===== src/rtl/keypad_scanner.sv =====
// keypad_scanner
// Active-scan front end for a 3x4 matrix keypad. Drives one column at a time,
// reads the row lines, debounces a single-key press and presents a registered
// one-hot row/column image, a BCD key code, a held level and a press strobe.

module keypad_scanner #(
    parameter int SCAN_DIV = 4,   // cycles each column is driven while scanning (>=1)
    parameter int DEBOUNCE = 8    // identical samples needed to accept press or release (>=2)
) (
    input  logic       clk,
    input  logic       reset,
    input  logic [3:0] row_in,
    output logic [2:0] col_drive,
    output logic [3:0] key_row,
    output logic [2:0] key_col,
    output logic [3:0] key_bcd,
    output logic       key_valid,
    output logic       key_held
);

    // Counter widths: the counters only ever hold 0..LIMIT-1, because the
    // terminal sample causes a state change instead of a stored increment.
    localparam int SLOT_W = (SCAN_DIV > 1) ? $clog2(SCAN_DIV) : 1;
    localparam int CNT_W  = (DEBOUNCE > 1) ? $clog2(DEBOUNCE) : 1;

    localparam logic [SLOT_W-1:0] SLOT_LAST = SLOT_W'(SCAN_DIV - 1);
    localparam logic [CNT_W-1:0]  CNT_LAST  = CNT_W'(DEBOUNCE - 1);
    localparam logic [SLOT_W-1:0] SLOT_ONE  = SLOT_W'(1);
    localparam logic [CNT_W-1:0]  CNT_ONE   = CNT_W'(1);

    typedef enum logic [1:0] {
        ST_SCAN     = 2'd0,
        ST_DEBOUNCE = 2'd1,
        ST_HELD     = 2'd2
    } state_e;

    state_e             state_q,     state_d;
    logic [1:0]         col_q,       col_d;
    logic [SLOT_W-1:0]  slot_q,      slot_d;
    logic [3:0]         cand_row_q,  cand_row_d;
    logic [CNT_W-1:0]   match_q,     match_d;
    logic [CNT_W-1:0]   rel_q,       rel_d;
    logic [2:0]         col_drive_q, col_drive_d;
    logic [3:0]         key_row_q,   key_row_d;
    logic [2:0]         key_col_q,   key_col_d;
    logic [3:0]         key_bcd_q,   key_bcd_d;
    logic               key_valid_q, key_valid_d;
    logic               key_held_q,  key_held_d;

    // Column index to one-hot strobe; the unused index 3 falls back to col1.
    function automatic logic [2:0] col_onehot(input logic [1:0] c);
        logic [2:0] oh;
        case (c)
            2'd1:    oh = 3'b010;
            2'd2:    oh = 3'b100;
            default: oh = 3'b001;
        endcase
        return oh;
    endfunction

    // Next column in the scan rotation, col3 wraps back to col1.
    function automatic logic [1:0] col_next(input logic [1:0] c);
        return (c >= 2'd2) ? 2'd0 : c + 2'd1;
    endfunction

    // True when exactly one row line is active; zero or several rows
    // (ghosting, multi-key) are rejected at the scan sample.
    function automatic logic row_single(input logic [3:0] r);
        return (r != 4'd0) && ((r & (r - 4'd1)) == 4'd0);
    endfunction

    // Key code from the one-hot row and the column index.
    // Rows 1-3 carry digits 1-9; row 4 is '*', '0', '#'.
    function automatic logic [3:0] key_code(input logic [3:0] r, input logic [1:0] c);
        logic [3:0] code;
        case (r)
            4'b0001: code = 4'd1 + {2'b00, c};
            4'b0010: code = 4'd4 + {2'b00, c};
            4'b0100: code = 4'd7 + {2'b00, c};
            4'b1000: begin
                case (c)
                    2'd0:    code = 4'hA;
                    2'd1:    code = 4'h0;
                    default: code = 4'hB;
                endcase
            end
            default: code = 4'h0;
        endcase
        return code;
    endfunction

    // Next-state logic: scan, debounce and hold/release decisions.
    always_comb begin
        state_d     = state_q;
        col_d       = col_q;
        slot_d      = slot_q;
        cand_row_d  = cand_row_q;
        match_d     = match_q;
        rel_d       = rel_q;
        key_row_d   = key_row_q;
        key_col_d   = key_col_q;
        key_bcd_d   = key_bcd_q;
        key_held_d  = key_held_q;
        key_valid_d = 1'b0;

        case (state_q)
            ST_SCAN: begin
                if (slot_q == SLOT_LAST) begin
                    slot_d = '0;
                    if (row_single(row_in)) begin
                        // The scan sample itself is the first match.
                        cand_row_d = row_in;
                        match_d    = CNT_ONE;
                        state_d    = ST_DEBOUNCE;
                    end else begin
                        col_d = col_next(col_q);
                    end
                end else begin
                    slot_d = slot_q + SLOT_ONE;
                end
            end

            ST_DEBOUNCE: begin
                if (row_in == cand_row_q) begin
                    if (match_q == CNT_LAST) begin
                        state_d     = ST_HELD;
                        rel_d       = '0;
                        key_row_d   = cand_row_q;
                        key_col_d   = col_onehot(col_q);
                        key_bcd_d   = key_code(cand_row_q, col_q);
                        key_held_d  = 1'b1;
                        key_valid_d = 1'b1;
                    end else begin
                        match_d = match_q + CNT_ONE;
                    end
                end else begin
                    // Any bounce abandons the candidate and moves on.
                    state_d = ST_SCAN;
                    col_d   = col_next(col_q);
                    slot_d  = '0;
                end
            end

            ST_HELD: begin
                // Only an all-zero row image counts towards release; extra
                // rows while held are ignored and never re-report a press.
                if (row_in == 4'd0) begin
                    if (rel_q == CNT_LAST) begin
                        state_d    = ST_SCAN;
                        col_d      = col_next(col_q);
                        slot_d     = '0;
                        rel_d      = '0;
                        key_row_d  = 4'd0;
                        key_col_d  = 3'd0;
                        key_bcd_d  = 4'd0;
                        key_held_d = 1'b0;
                    end else begin
                        rel_d = rel_q + CNT_ONE;
                    end
                end else begin
                    rel_d = '0;
                end
            end

            default: begin
                state_d = ST_SCAN;
                col_d   = 2'd0;
                slot_d  = '0;
            end
        endcase

        col_drive_d = col_onehot(col_d);
    end

    // State and registered outputs; reset returns to a col1 scan with all key outputs cleared.
    always_ff @(posedge clk) begin
        if (reset) begin
            state_q     <= ST_SCAN;
            col_q       <= 2'd0;
            slot_q      <= '0;
            cand_row_q  <= 4'd0;
            match_q     <= '0;
            rel_q       <= '0;
            col_drive_q <= 3'b001;
            key_row_q   <= 4'd0;
            key_col_q   <= 3'd0;
            key_bcd_q   <= 4'd0;
            key_valid_q <= 1'b0;
            key_held_q  <= 1'b0;
        end else begin
            state_q     <= state_d;
            col_q       <= col_d;
            slot_q      <= slot_d;
            cand_row_q  <= cand_row_d;
            match_q     <= match_d;
            rel_q       <= rel_d;
            col_drive_q <= col_drive_d;
            key_row_q   <= key_row_d;
            key_col_q   <= key_col_d;
            key_bcd_q   <= key_bcd_d;
            key_valid_q <= key_valid_d;
            key_held_q  <= key_held_d;
        end
    end

    assign col_drive = col_drive_q;
    assign key_row   = key_row_q;
    assign key_col   = key_col_q;
    assign key_bcd   = key_bcd_q;
    assign key_valid = key_valid_q;
    assign key_held  = key_held_q;

endmodule


===== config.mk =====
export PLATFORM = sky130hd
export DESIGN_NAME = keypad_scanner
export DESIGN_NICKNAME = d
export VERILOG_FILES = /design/src/rtl/keypad_scanner.sv
export SDC_FILE = /design/constraint.sdc
export NUM_CORES = 1
export LEC_CHECK = 0
export BUFFER_PORTS_ARGS = -buffer_cell sky130_fd_sc_hd__buf_4
export CORE_UTILIZATION = 50
export CTS_CLUSTER_SIZE = 8
export DETAILED_ROUTE_END_ITERATION = 10
export PLACE_DENSITY = 0.76
export RECOVER_POWER = 50
export SYNTH_ARGS = -nofsm -noshare
export SYNTH_HDL_FRONTEND = slang
export SYNTH_SLANG_ARGS = --single-unit

===== constraint.sdc =====
create_clock -name clk -period 2.25 [get_ports clk]
set_clock_uncertainty 0.1 [all_clocks]
set_input_delay 0.45 -clock clk [delete_from_list [all_inputs] [get_ports clk]]
set_output_delay 0.45 -clock clk [all_outputs]
set_load 0.02 [all_outputs]

Yosys cells after proc, flatten, opt, wreduce, memory -nomap -nowiden. Cells that the tools add are included.

Register bits after elaboration: 32. Latch bits: 0. Bits in writable memories: 0. Bits in read-only memories: 0. Logic and storage cells: 112. Memories: 0.

$add $sub $neg: 8. Multipliers: 0. Div/mod/pow operators: 0. Order comparisons: 1. Equal/unequal tests: 23. Shift-type cells: 0. Mux-type cells: 50. Bitwise gates (word level): 3. Reduce and logical (&&, ||, !) cells: 15.

Operator list (number): 3-bit two-way mux (12); 3-bit case mux with 2 select lines (5); 2-bit two-way mux (14); 4-bit two-way mux (6); 4-bit case mux with 2 select lines (3); 2-bit case mux with 3 select lines (3); 2-bit != test (second input constant) (8); 4-bit case mux with 4 select lines (1); 5-bit AND reduction (3); 3-bit AND reduction (3); 3-bit by 2-bit adder with 4-bit output (first input constant) (2); 2-bit == test (second input constant) (4); 4-bit logical NOT (2); 3-bit by 1-bit adder with 3-bit output (second input constant) (2); 2-bit by 1-bit == test with 1-bit output (second input constant) (3); 3-bit == test (second input constant) (2); 1-bit two-way mux (5); 2-bit by 1-bit adder with 2-bit output (second input constant) (2); 4-bit bitwise AND (1); 4-bit by 1-bit == test with 1-bit output (second input constant) (1); 4-bit by 2-bit == test with 1-bit output (second input constant) (1); 4-bit by 3-bit == test with 1-bit output (second input constant) (1); 4-bit == test (1); 4-bit == test (second input constant) (1); 11 further kinds (14).

Longest topological paths before layout. Gate-level depths: netlist of the first run.

Word-level depth: 9. Mapped depth: 9. Mapped depth without buffers: 8.

Least setup slack after synthesis of the first run. Ideal clock, no wire load.

Kind: input port to flip-flop. From: input port row_in[3]. To: register col_drive_q[0], in the netlist col_drive[0]. Arrival: 2200 ps. Path slack: -173 ps. Stages on the path: 8. Cell sequence: buf_4 xor2_1 a2111oi_2 mux2i_1 a211oi_2 inv_1 ha_1 or2_2.

Longest elaborated chain between the ends: 9. Elaborated cells on any way between the ends: 15.

RTL lines: start: declaration (RTL line 12) `input logic [3:0] row_in,`; 4-bit by 1-bit subtractor with 4-bit output (RTL line 69) `return (r != 4'd0) && ((r & (r - 4'd1)) == 4'd0);`; 4-bit bitwise AND (RTL line 69); 4-bit logical NOT (RTL line 69); 1-bit logical AND (RTL line 69); 2-bit two-way mux (RTL line 110) `if (row_single(row_in)) begin`; 2-bit two-way mux (RTL line 108) `if (slot_q == SLOT_LAST) begin`; 2-bit case mux with 3 select lines (*) (RTL line 106) `case (state_q)`; named net col_d[1] (RTL line 38) `logic [1:0] col_q, col_d;`; 2-bit == test / 2-bit by 1-bit == test with 1-bit output (equally long branches) (RTL line 53) `case (c)`; 3-bit case mux with 2 select lines (*) (RTL line 53); named net col_drive_d[0] (RTL line 43) `logic [2:0] col_drive_q, col_drive_d;`; end signal: assignment (RTL line 197) `col_drive_q <= col_drive_d;`; end: declaration (RTL line 43).

The timed path passes the listed nets; every way through them passes the cells marked *. A chain may end at the register's enable or synchronous reset.

Final worst setup path of the first run.
From: register rel_q[0]. To: register col_drive_q[0], in the netlist col_drive[0].

Longest elaborated chain between the ends: 6. Elaborated cells on any way between the ends: 7.

RTL lines: start: declaration (RTL line 42) `logic [CNT_W-1:0] rel_q, rel_d;`; start signal: assignment (RTL line 196) `rel_q <= rel_d;`; 3-bit == test (*) (RTL line 148) `if (rel_q == CNT_LAST) begin`; 2-bit two-way mux (*) (RTL line 148); 2-bit two-way mux (*) (RTL line 147) `if (row_in == 4'd0) begin`; 2-bit case mux with 3 select lines (*) (RTL line 106); named net col_d[1] (RTL line 38); 2-bit == test / 2-bit by 1-bit == test with 1-bit output (equally long branches) (RTL line 53); 3-bit case mux with 2 select lines (*) (RTL line 53); named net col_drive_d[0] (RTL line 43).

Marks and branches as above.

==> results.md, run 1 <==
- Status: finished clean
- Leak Pwr: 0.814 nW
- Post-synth top area share: 36.2%
- Crit-path cells: ha_1 -> ha_2 -> nand2_2 -> mux2_4 -> a211oi_2 -> inv_1 -> ha_1 -> or2_2
- Unrepaired setup endpoints after global routing: false
- Router iterations before antenna repair: 5
- Worst vdd ir: 0.000321 V
- Fmax: 0.462 GHz
- Sequential Area: 643 µm²
- GRT overflow: 0
- Synth warn: 0
- Largest cells by area after synthesis: dfxtp_1 (36%), ha_1 (8.5%), a21oi_1 (5.7%)
- Worst EP required: 2.38 ns
- Worst slew margin: 71.5%
- Critical Path Source Type: flop
- Post-DP Area: 2140 µm²
- RePlAce Congestion: 0.773
- Slowest CP cell: dfxtp_2
- Die width: 61.5 µm
- Clock network power share: 33.3%
- Final Instance Area: 2150 µm²
- Area of the multi-input gates: 1070 µm²
- Filler cells: 324
- Gate Count Post-Synth: 201
- Final net count: 260
- CP dominant cell by count: ha_1
- Pwr per Cell Area: 499 nW/µm²
- EDFF count, synth: 0
- Clk pin slew, worst setup/hold paths: 0.09 ns
- Layout cells sized above 1: 24.4%
- Pin count of the biggest net entering global routing: 34
- Comb power frac: 12.3%
- Hold-fix buffers, CTS: 0
- Post-synth top area cell: dfxtp_1
- Fin crit share: 96.3%
- Final slew viol count: 0
- Mapped Area: 1770 µm²
- Synth cell types: 46
- Worst min path class: input port to flop
- Minimum clock period: 2.17 ns
- Top-count cell post-synth: dfxtp_1
- Drc violations: 0
- Post-CTS setup buffers: 0
- GRT Util Overall: 21.8%
- Synth Area per Inst: 8.81 µm²
- Seq/Total Area, Yosys: 36.2%
- Antenna violations before repair: 0
- Antenna diode count: 0
- Synth Flop Type: dfxtp_1
- Routed Antenna Nets: 0
- Fin. Hold Viols: 0
- Final Util: 64.1%
- R2r setup slk: 0.08 ns
- Wire per inst: 12.3 µm
- Mapped Nets: 219
- DR vias/cell: 5.27
- Max H-tree Level: 2
- Most common library cells after synthesis: dfxtp_1 (32), nor2_1 (22), nand2_1 (21)
- Worst slew pin tran: 0.427 ns
- Initial Utilization: 52.6%
- Async SR Flop Fraction: 0%
- Power share of the sequential group: 54.4%
- Total number of vias: 1,518
- Max Buffers Root-to-Sink: 2
- Critical path capture point type: flop
- #FFs+latches synth: 32
- Dpl hpwl: 2670 µm
- Vias in the first global route: 1,424
- Total power: 1.07 mW
- Die Footprint: 3780 µm²
- First-pass GRT wire length: 5960 µm
- Critical-path maximum fanout: 3
- Clk root buf: clkbuf_4
- Sw frac: 24.2%
- Max incr delay on CP: 0.34 ns
- IO Pins: 22
- P&R area growth vs syn: 21.7%
- Routed wire length: 3540 µm
- Crit path DAT: 2.29 ns
- Setup violators final: 0
- FP Rows: 21
- Clk_lat worst skew: 0.33 ns
- TritonCTS clock tree: built
- DR iter-0 viols: 56
- Port buffer count: 21
- CTS buffer count: 5
- Switch Pwr: 260 µW
- Core Region: 3360 µm²
- Die Y: 61.5 µm
- Max Cap Violations: 0
- Power Internal: 814 µW
- Crit path kind: flop to flop
- Clk sink count: 32
power groups by stage:
stage / registers (mW) / clock network (mW) / logic, mW
2_1_floorplan: 0.600 / 0 / 0.0837
3_3_place_gp: 0.597 / 0 / 0.131
3_5_place_dp: 0.598 / 0 / 0.133
4_1_cts: 0.585 / 0.369 / 0.135
5_1_grt: 0.586 / 0.390 / 0.146
6_report: 0.585 / 0.358 / 0.132
cell type report:
| class | instances | area share, % |
|---|---|---|
| clock buffers | 7 | 3.02 |
| inverters | 6 | 1.05 |
| well taps | 46 | 2.67 |
| repair buffers | 48 | 13.8 |
| multi-input cells | 149 | 49.7 |
| flip-flops and latches | 32 | 29.8 |
registers in the layout, indices dropped and copies added, names as in the netlist:
name	flops
cand_row_q	4
key_bcd	4
key_row	4
col_drive	3
key_col	3
match_q	3
rel_q	3
col_q	2
slot_q	2
state_q	2
key_held	1
key_valid	1
per-layer routing:
metal  global-route usage (%)  share of wire [%]  vias up
met1                     24.8                 45      701
met3                     5.67                3.7        8
met2                     38.4                 49       28
li1                         -                  -      781
met5                        0                  0        -
met4                     9.21                2.0        0
final timing paths:
kind / depth (start not counted) / to / start
max: 8 / col_drive[0]$_SDFF_PP1_ / rel_q[0]$_SDFFE_PP0P_
min: 3 / cand_row_q[2]$_SDFFE_PP0P_ / row_in[2]
max reg2reg: 8 / col_drive[0]$_SDFF_PP1_ / rel_q[0]$_SDFFE_PP0P_
min reg2reg: 2 / key_row[0]$_SDFFE_PP0P_ / key_row[0]$_SDFFE_PP0P_
kinds of logic after synthesis:
kind of cell,count (synthesis),share of synthesized area [%]
multiplexers,10,5.80
buffers and inverters,20,5.87
XOR/XNOR,5,2.90
adder cells (fa/ha/maj),12,8.48
AND/OR/NAND/NOR,84,26.2
flip-flops,32,36.2
AO/OA/AOI/OAI,38,14.6
cells in the final DEF (no fill, tap or decap), drive strengths merged, types with 2 or more instances in the layout:
cell type,count
nand2b,3
and2,2
mux2,2
xnor2,4
mux2i,8
a32oi,3
o21ai,2
or3b,2
nor3,3
nor2b,4
nand3,11
clkbuf,24
or2,2
ha,12
nor4,3
nor3b,2
nor2,22
buf,31
dfxtp,32
inv,6
nor4b,2
nand2,21
a211oi,5
a21oi,21
what timing repair did:
action                                  in CTS  in global routing
pin swaps                                    1                  2
endpoints found under the setup margin       1                  2
gates resized for setup                      0                  5
per-stage QoR:
step / setup WS [ns] / TNS (ns) / std cells / hold slack [ns]
after global placement: -0.130 / -0.216 / 281 / 0.352
final: 0.0837 / 0 / 288 / 0.345
after global routing: 0.00265 / 0 / 288 / 0.372
after floorplan: 0.00468 / 0 / 201 / 0.350
after detailed placement: -0.184 / -0.309 / 281 / 0.357
after CTS: 0.0225 / 0 / 288 / 0.344
worst max-delay path, delay by kind of cell, from the launching register on:
family,cells,cell delay (ns)
adders and majority gates,3,0.63
and+or+nand+nor,2,0.34
buffers and inverters,1,0.07
DFF,1,0.34
muxes,1,0.30
AOI/OAI and AO/OA,1,0.26
No activity file was read; power rests on OpenSTA's default activity.
==> run 2: changes to the inputs <==
- CORE_ASPECT_RATIO: default -> 1.5
==> results.md, run 2 (synthesis gave the netlist of run 1 again) <==
- Most frequent cells in the layout: dfxtp_1 (32), buf_4 (23), nor2_1 (22) (was buf_4 (31), dfxtp_1 (30), nor2_1 (22))
- First-pass GRT wire length: 6550 µm (was 5960 µm)
- Placed insts: 272 (was 281)
- Wire per inst: 13.3 µm (was 12.3 µm)
- Router iterations before antenna repair: 5 (unchanged)
- Critical Path Source Type: flop (unchanged)
- Antenna diode count: 0 (unchanged)
- GRT overflow: 0 (unchanged)
- Max Buffers Root-to-Sink: 2 (unchanged)
- Worst min path class: flop to flop (was input port to flop)
- Worst EP required: 2.33 ns (was 2.38 ns)
- Routed wire length: 3740 µm (was 3540 µm)
- Final slew viol count: 0 (unchanged)
- Antenna violations before repair: 0 (unchanged)
- DR vias/cell: 5.55 (was 5.27)
- Worst slew margin: 70.6% (was 71.5%)
- DR iter-0 viols: 27 (was 56)
- GRT Util Overall: 23.5% (was 21.8%)
- Worst Reg-to-Reg Cells: 8 (unchanged)
- Hold-fix buffers, CTS: 0 (unchanged)
- Worst hold slack: 0.362 ns (was 0.345 ns)
- Reg2reg end: col_drive[0]$_SDFF_PP1_ (unchanged)
- Clk_lat worst skew: 0.29 ns (was 0.33 ns)
- Reg2reg start: rel_q[0]$_SDFFE_PP0P_ (unchanged)
- Fin crit share: 95.0% (was 96.3%)
- Fmax: 0.468 GHz (was 0.462 GHz)
- Status: finished clean (unchanged)
- Die width: 50.6 µm (was 61.5 µm)
- R2r setup slk: 0.11 ns (was 0.08 ns)
- Vias in the first global route: 1,520 (was 1,424)
- Clk pin slew, worst setup/hold paths: 0.07 ns (was 0.09 ns)
- Layout cells sized above 1: 21.3% (was 24.4%)
- Max H-tree Level: 2 (unchanged)
- Critical path capture point type: flop (unchanged)
- Die Footprint: 3790 µm² (was 3780 µm²)
- Max Cap Violations: 0 (unchanged)
- Max incr delay on CP: 0.34 ns (about the same)
- Routed Antenna Nets: 0 (unchanged)
- P&R area growth vs syn: 20.9% (was 21.7%)
- IO Pins: 22 (unchanged)
- Critical-path maximum fanout: 3 (unchanged)
- Final net count: 256 (was 260)
- CP dominant cell by count: ha_1 (unchanged)
- Initial Utilization: 52.3% (was 52.6%)
- TritonCTS clock tree: built (unchanged)
- Pin count of the biggest net entering global routing: 34 (unchanged)
- Commonest non-fill, non-tap cell in the layout: dfxtp_1 (was buf_4)
- Port buffer count: 21 (unchanged)
- Unrepaired setup endpoints after global routing: false (unchanged)
- Total power: 1.17 mW (was 1.07 mW)
- Beginning of the critical path: rel_q[0]$_SDFFE_PP0P_ (unchanged)
- Leak Pwr: 0.802 nW (was 0.814 nW)
- Minimum clock period: 2.14 ns (was 2.17 ns)
- Dpl hpwl: 2720 µm (was 2670 µm)
- Pwr per Cell Area: 548 nW/µm² (was 499 nW/µm²)
- Fin. Hold Viols: 0 (unchanged)
- Clk sink count: 32 (unchanged)
- Final Util: 63.3% (was 64.1%)
- Core Region: 3380 µm² (was 3360 µm²)
- Worst slew pin tran: 0.440 ns (was 0.427 ns)
- RePlAce Congestion: 0.836 (was 0.773)
- Drc violations: 0 (unchanged)
- Die Y: 74.9 µm (was 61.5 µm)
- Setup violators final: 0 (unchanged)
- FP Rows: 26 (was 21)
- Crit-path cells: ha_1 -> ha_1 -> nand2_2 -> mux2_2 -> a211oi_2 -> inv_1 -> ha_1 -> or2_2 (was ha_1 -> ha_2 -> nand2_2 -> mux2_4 -> a211oi_2 -> inv_1 -> ha_1 -> or2_2)
- Crit path DAT: 2.21 ns (was 2.29 ns)
- CP Capture Point: col_drive[0]$_SDFF_PP1_ (unchanged)
- Clk root buf: clkbuf_8 (was clkbuf_4)
- Slowest CP cell: mux2_2 (was dfxtp_2)
- CTS buffer count: 5 (unchanged)
- Total number of vias: 1,559 (was 1,518)
- Layout Cells excl Fill: 281 (was 288)
- Worst vdd ir: 0.000502 V (was 0.000321 V)
- Crit path kind: flop to flop (unchanged)
-- run 2: how the worst min path moves through the flow --
stage / end / cells after the start / start
final: key_col[0]$_SDFFE_PP0P_ / 2 / key_col[0]$_SDFFE_PP0P_
after global placement: key_col[0]$_SDFFE_PP0P_ / 2 / key_col[0]$_SDFFE_PP0P_
after global routing: key_col[0]$_SDFFE_PP0P_ / 2 / key_col[0]$_SDFFE_PP0P_
after floorplan: match_q[0]$_SDFFE_PP0P_ / 1 / match_q[0]$_SDFFE_PP0P_
after CTS: key_col[0]$_SDFFE_PP0P_ / 2 / key_col[0]$_SDFFE_PP0P_
after detailed placement: key_row[1]$_SDFFE_PP0P_ / 2 / key_row[1]$_SDFFE_PP0P_
-- run 2: timing repair --
| item | CTS | global route |
|---|---|---|
| gates resized for setup | 0 | 1 |
| setup buffers | 0 | 1 |
| setup endpoints to repair | 0 | 2 |
-- run 2: worst max-delay path, delay by kind of cell (launching register included) --
| kind | cells | cell delay (ns) |
|---|---|---|
| muxes | 1 | 0.34 |
| buffers and inverters | 1 | 0.07 |
| DFF | 1 | 0.33 |
| and+or+nand+nor | 2 | 0.34 |
| adders and majority gates | 3 | 0.66 |
| AOI/OAI and AO/OA | 1 | 0.20 |
-- run 2: layout make-up --
type | instances | area (µm²)
fillers | 308 | 1240
multi-input cells | 149 | 1060
flip-flops and latches | 32 | 641
repair buffers | 44 | 269
clock buffers | 6 | 82.6
well taps | 42 | 52.6
inverters | 6 | 22.5
clock inverters | 2 | 10.0
-- run 2: where the power goes --
group,internal [mW],total [mW],switching (mW)
Clock,0.244,0.456,0.212
Sequential,0.577,0.585,0.00762
Combinational,0.0602,0.133,0.0727
Total,0.881,1.17,0.292
-- run 2: layer usage --
layer / wire [µm] / vias up / GRT usage, % / share of wire [%]
met4: 112 / 0 / 13.3 / 3.0
met2: 2060 / 31 / 44.9 / 55
met1: 1440 / 744 / 22.6 / 38
li1: - / 772 / - / -
met5: 0 / - / 0 / 0
met3: 129 / 12 / 5.66 / 3.5
-- run 2: through the flow --
stage	worst slack, ns	TNS, ns	instance area [µm²]
floorplan	0.00468	0	1810
CTS	0.0436	0	2200
global placement	-0.0890	-0.133	2110
finish	0.113	0	2140
global route	0.00906	0	2140
detailed placement	-0.125	-0.212	2110
